--- src/rtl/seven_segment.sv ---
// -----------------------------------------------------------------------------
// seven_segment
//
// BCD-to-seven-segment decoder for a common-cathode display. The 4-bit code
// N = {W,X,Y,Z} is decoded into seven active-high segment enables, and the
// result is registered so that the display pins are driven straight from
// flops with no combinational path from the inputs.
//
// Ports:
//   clk        - system clock, all state changes on its rising edge
//   rst        - synchronous active-high reset, blanks the display
//   W, X, Y, Z - BCD digit, W is the MSB (weight 8), Z the LSB (weight 1)
//   A .. G     - segment enables (1 = lit): a top, b top-right,
//                c bottom-right, d bottom, e bottom-left, f top-left,
//                g middle
// -----------------------------------------------------------------------------
module seven_segment (
    input  logic clk,
    input  logic rst,
    input  logic W,
    input  logic X,
    input  logic Y,
    input  logic Z,
    output logic A,
    output logic B,
    output logic C,
    output logic D,
    output logic E,
    output logic F,
    output logic G
);

    // Segment vector ordering is {a,b,c,d,e,f,g}, MSB = segment a.
    logic [3:0] code;
    logic [6:0] seg_d;
    logic [6:0] seg_q;

    assign code = {W, X, Y, Z};

    // Decode the current code. Codes 10..15 are not BCD and blank the
    // display rather than showing hex glyphs.
    always_comb begin
        seg_d = 7'b0000000;
        case (code)
            4'd0:    seg_d = 7'b1111110;
            4'd1:    seg_d = 7'b0110000;
            4'd2:    seg_d = 7'b1101101;
            4'd3:    seg_d = 7'b1111001;
            4'd4:    seg_d = 7'b0110011;
            4'd5:    seg_d = 7'b1011011;
            4'd6:    seg_d = 7'b1011111;
            4'd7:    seg_d = 7'b1110000;
            4'd8:    seg_d = 7'b1111111;
            4'd9:    seg_d = 7'b1111011;
            default: seg_d = 7'b0000000;
        endcase
    end

    // Output register; reset wins over the decoded value and blanks the
    // display on the edge where it is seen.
    always_ff @(posedge clk) begin
        if (rst) begin
            seg_q <= 7'b0000000;
        end else begin
            seg_q <= seg_d;
        end
    end

    assign {A, B, C, D, E, F, G} = seg_q;

endmodule

--- config.mk ---
export PLATFORM = sky130hd
export DESIGN_NAME = seven_segment
export DESIGN_NICKNAME = d
export VERILOG_FILES = /design/src/rtl/seven_segment.sv
export SDC_FILE = /design/constraint.sdc
export NUM_CORES = 1
export LEC_CHECK = 0
export ABC_AREA = 0
export BUFFER_PORTS_ARGS = -buffer_cell sky130_fd_sc_hd__buf_2
export CORE_AREA = 5 5 42 44
export DETAILED_ROUTE_END_ITERATION = 7
export DIE_AREA = 0 0 47 49
export HOLD_SLACK_MARGIN = 0.15
export SLEW_MARGIN = 20
export SYNTH_ARGS = -nofsm -noshare
export SYNTH_HDL_FRONTEND = slang
export SYNTH_SLANG_ARGS = --single-unit
export TNS_END_PERCENT = 1
--- constraint.sdc ---
create_clock -name clk -period 1.2 [get_ports clk]
set_clock_uncertainty 0.2 [all_clocks]
set_input_delay 0.12 -clock clk [delete_from_list [all_inputs] [get_ports clk]]
set_output_delay 0.12 -clock clk [all_outputs]
set_load 0.1 [all_outputs]
==> metrics.cfg, run 1 <==
[run_status]
status = complete, but fails checks
violations = negative hold slack

[clock_network]
cts_tree = done
h-tree-depth = 1
clk_path_buf_depth = 2
cts_setup_buffers = 0
cts_resized = 0
cts_buffers = 3
path_clk_slew_ns = 0.05
cts.sinks = 7
ctsRootBufferMaster = clkbuf_4

[place]
portBuffers = 12
gp_congestion = 0.812
dp.cells = 68

[cells_and_area]
finalNonFillerCells = 72
nets = 69
antenna_cells = 0
top_regs = seg_q (7)
area_delta_synth_final_pct = 59.8
drive_above_1_share_pct = 33.9
regMostFlops = seg_q
largest_reg_flops = 7
final_util_pct = 43.7

[drt]
antenna_left = 0
finalWirelength_microns = 669
drt_iter0_drc = 1
routed_via_density = 4.25
route.detailed.drc = 0
first_pass_iters = 2
wire_per_inst_microns = 9.29
num_vias = 306

[pwr]
p_switching_uw = 262
seq_power_share_pct = 35.4
power.density_mw_per_mm2 = 1210
p_total_uw = 743
pwr-share-comb_pct = 36.5
cellLeakagePower_nw = 0.278
netSwitchingFraction_pct = 35.3
intPower_uw = 480
p_clk_share_pct = 28.1
vdd_drop_max_uv = 363

[synth]
ys_warn_count = 0
syn_nets = 51
netlist_area_sq_um = 383
netlist.area_leader.share_pct = 36.6
yosysUniqueCellTypes = 17
synthTopCellsByArea = dfxtp_1, ha_1, nand2b_1
postSynthAreaPerCell_sq_um = 9.82
ys_seq_elements = 7
netlist_instances = 39
synth_seq_area_share_pct = 36.6
synth_largest_area_cell = dfxtp_1

[timing]
max_freq_ghz = 0.906
hold_viol = 6
tns_ns = 0
period_share_pct = 92.0
timing.slew.headroom_pct = 88.4
maxSlewViolCount = 0
setup_viol = 0
fin_crit_ns = 1.10
tightest_slew_ns = 0.173
hold_slack_ns = -0.0632
rsz0062_at_grt = no

[floorplanning]
floorplan.initialDensity_pct = 27.3
die_height_microns = 49
fp.dieW_microns = 47
io_pins = 13
dieArea_sq_mm = 0.00230
core-area_sq_mm = 0.00140
rows = 14

[worst_hold_path]
min_path_cells = 2
hold_end = seg_q[2]
min_path_type = primary input to register
hp-start = rst

[critical_path]
worst_setup_path_end_kind = output port
crit_chain = buf_12
slowest_delay_ns = 0.35
crit_path_max_fanout = 1
critical_path_class = register to output port
cp_slowest_cell = dfxtp_1
arrival_ns = 0.78
path_delay_family = flip-flops
cp-start-kind = register
cp_num_buf_inv = 1
required_ns = 0.88

[job]
maxCapViolCount = 0

[global_route]
grt_pass1_wl_mm = 1.19
antenna_found_initial = 0
grt_use_total_pct = 7.55
gr-total-overflow = 0
grt_pass1_vias = 282
grt_max_degree = 10

cell families after synthesis:
group	Yosys count	share of synthesized area, %
compound gates	8	12.7
xor+xnor	1	2.29
fa+ha+maj	6	19.6
buf+inv	3	4.90
flops	7	36.6
mux	1	2.61
simple gates	13	21.2
area by class of cell:
class                      count  area, sq um
sequential                     7          141
inverter                       2         7.51
timing repair buffer          14          193
fill                         144          790
multi-input combinational     29          224
clock buffer                   4         26.3
tap                           16         20.0
power groups by stage:
stage	combinational, mW	sequential, mW	clock [mW]
finish	0.271	0.263	0.209
CTS	0.273	0.263	0.217
detailed placement	0.273	0.268	0
floorplan	0.0509	0.380	0
global route	0.283	0.265	0.232
global placement	0.271	0.268	0
layout by cell type (no fill, tap or decap), types with 2 or more instances in the layout:
cell type	synthesis	routed
a21oi_1	2	2
buf_12	0	8
buf_2	0	5
clkbuf_4	0	3
dfxtp_1	7	6
ha_1	6	6
inv_1	2	2
nand2b_1	4	4
nor2_1	3	3
nor2b_1	2	2
o22ai_1	3	3
or2_1	2	2
per-layer routing:
metal,share of wire (%),up-vias,track usage [%]
li1,-,164,-
met4,6.4,0,9.68
met5,0,-,0
met2,43,13,8.82
met1,45,125,10.4
met3,5.4,4,0
metrics by stage:
stage          setup WS (ns)  cell area (sq um)
2_1_floorplan        -0.0290                384
3_3_place_gp        -0.00987                586
3_5_place_dp         -0.0185                586
4_1_cts               0.0799                612
5_1_grt               0.0476                612
6_report              0.0962                612
synth_stat cells:
cell type  instances
o21ai_1            1
buf_6              1
a21oi_1            2
xnor2_1            1
or2_1              2
a21o_1             1
mux2i_1            1
nor2_1             3
or2_0              1
nand2b_4           1
nand2b_1           4
nor2b_1            2
ha_1               6
dfxtp_1            7
o31ai_1            1
inv_1              2
o22ai_1            3
worst max-delay path by stage:
stage / startpoint / depth (start not counted) / endpoint / slack [ns]
finish: seg_q[5] / 1 / B / 0.1
global placement: Y / 5 / seg_q[1] / -0.01
floorplan: seg_q[5] / 0 / B / -0.03
CTS: seg_q[5] / 1 / B / 0.08
global route: seg_q[5] / 1 / B / 0.05
detailed placement: Y / 6 / seg_q[3] / -0.02
No activity file was read; power rests on OpenSTA's default activity.
==> run 2: changes to the inputs <==
--- a/config.mk
+++ b/config.mk
@@ -11,6 +11,7 @@
 export DETAILED_ROUTE_END_ITERATION = 7
 export DIE_AREA = 0 0 47 49
 export HOLD_SLACK_MARGIN = 0.15
+export PLACE_DENSITY = 0.5
 export SLEW_MARGIN = 20
 export SYNTH_ARGS = -nofsm -noshare
 export SYNTH_HDL_FRONTEND = slang
==> metrics.cfg, run 2 (same netlist as run 1, synthesis figures left out) <==
[run_status]
status = complete, but fails checks
violations = negative hold slack

[critical_path]
arrival_ns = 0.79  ; about the same
cp_slowest_cell = dfxtp_1
crit_chain = buf_12
cp_num_buf_inv = 1  ; unchanged
path_delay_family = flip-flops
crit_path_max_fanout = 1  ; unchanged
cp-start-kind = register
worst_setup_path_end_kind = output port
critical_path_class = register to output port
required_ns = 0.88  ; about the same
slowest_delay_ns = 0.36  ; about the same

[timing]
hold_slack_ns = -0.0233  ; +0.0399 ns
setup_viol = 0  ; unchanged
max_freq_ghz = 0.901  ; -0.59%
timing.slew.headroom_pct = 88.8  ; +0.40 points
setup_slack_ns = 0.0896  ; -0.00657 ns
hold_viol = 4  ; -2
period_share_pct = 92.5  ; +0.55 points
tightest_slew_ns = 0.167  ; -0.00601 ns
maxSlewViolCount = 0  ; unchanged
fin_crit_ns = 1.11  ; +0.00657 ns
rsz0062_at_grt = no

[global_route]
grt_max_degree = 10  ; unchanged
grt_pass1_wl_mm = 1.37  ; +15%
met2_usage_pct = 11.5  ; +2.7 points
busiest_layer = met2
use_met1_pct = 10.2  ; -0.24 points
grt_pass1_vias = 323  ; +15%
grt_use_met3_pct = 1.11  ; +1.1 points
grt_use_total_pct = 8.53  ; +0.98 points
gr-total-overflow = 0  ; unchanged
antenna_found_initial = 0  ; unchanged

[pwr]
vdd_drop_max_uv = 343  ; -5.6%
cellLeakagePower_nw = 0.283  ; +1.7%
power.density_mw_per_mm2 = 1200  ; -0.95%

[floorplanning]
core-area_sq_mm = 0.00140  ; unchanged
rows = 14  ; unchanged
io_pins = 13  ; unchanged
fp.dieW_microns = 47  ; unchanged
die_height_microns = 49  ; unchanged
floorplan.initialDensity_pct = 27.3  ; unchanged
dieArea_sq_mm = 0.00230  ; unchanged

[clock_network]
ctsRootBufferMaster = clkbuf_4
h-tree-depth = 1  ; unchanged
cts_tree = done
cts_resized = 0  ; unchanged
cts.sinks = 7  ; unchanged
clk_path_buf_depth = 2  ; unchanged
cts_setup_buffers = 0  ; unchanged
cts_buffers = 3  ; unchanged
path_clk_slew_ns = 0.05  ; about the same

[place]
place_ws_ns = -0.0486  ; -0.0301 ns
place_area_sq_um = 593  ; +1.3%
gp_congestion = 0.766  ; -5.7%
portBuffers = 12  ; unchanged

[job]
maxCapViolCount = 0  ; unchanged

[drt]
first_pass_iters = 4  ; +2
routed_via_density = 4.23  ; -0.40%
wire_per_inst_microns = 9.70  ; +4.4%
finalWirelength_microns = 708  ; +5.8%
drt_iter0_drc = 4  ; +3
num_vias = 309  ; +0.98%
route.detailed.drc = 0  ; unchanged
antenna_left = 0  ; unchanged

[worst_hold_path]
hold_end = seg_q[4]
hp-start = rst
min_path_cells = 3  ; +1
min_path_type = primary input to register

[cells_and_area]
multi_input_area_sq_um = 224  ; unchanged
fillers = 141  ; -2.1%
largest_reg_flops = 7  ; unchanged
drive_above_1_share_pct = 35.1  ; +1.2 points
final_cell_mix = buf_12, ha_1, dfxtp_1
nets = 70  ; +1.4%
seq_area_sq_um = 141  ; unchanged
area_delta_synth_final_pct = 61.8
fin_area_sq_um = 619  ; +1.2%
top_regs = seg_q (7)
regMostFlops = seg_q
antenna_cells = 0  ; unchanged
final_common_cell = buf_12

## run 2: changes by cell type in the layout (fill, tap and decap cells not counted)
cell,previous run,this run
buf_4,1,2
## run 2: power by group
group          total, mW  internal [mW]  switching, mW
combinational      0.273          0.105          0.168
clock              0.208          0.127         0.0814
sequential         0.263          0.250         0.0127
## run 2: routing by layer
| layer | routed length (microns) | up-vias |
|---|---|---|
| met5 | 0 | - |
| met4 | 19 | 0 |
| li1 | - | 164 |
| met3 | 40 | 2 |
| met2 | 354 | 10 |
| met1 | 293 | 133 |
## run 2: metrics by stage
stage	TNS [ns]	instances	power [mW]	util, %	hold slack [ns]
after floorplan	-0.174	39	0.431	-	-0.0109
after global placement	-0.0681	69	0.542	42.3	0.238
after detailed placement	-0.0974	69	0.544	42.3	0.234
after CTS	0	73	0.756	44.2	-0.0300
after global routing	0	73	0.787	44.2	-0.0149
final	0	73	0.745	44.2	-0.0233
## run 2: cell type report
cell class	count	share of cell area [%]
multi-input combinational	29	36.2
inverter	2	1.21
tap	16	3.23
timing repair buffer	15	32.3
clock buffer	4	4.24
sequential	7	22.8
## run 2: how the worst max path moves through the flow
stage / from / endpoint / slack [ns] / depth (start not counted)
finish: seg_q[2] / E / 0.09 / 1
global route: seg_q[2] / E / 0.04 / 1
CTS: seg_q[2] / E / 0.07 / 1
detailed placement: Y / seg_q[6] / -0.05 / 6
global placement: Y / seg_q[6] / -0.03 / 6
floorplan: seg_q[5] / B / -0.03 / 0
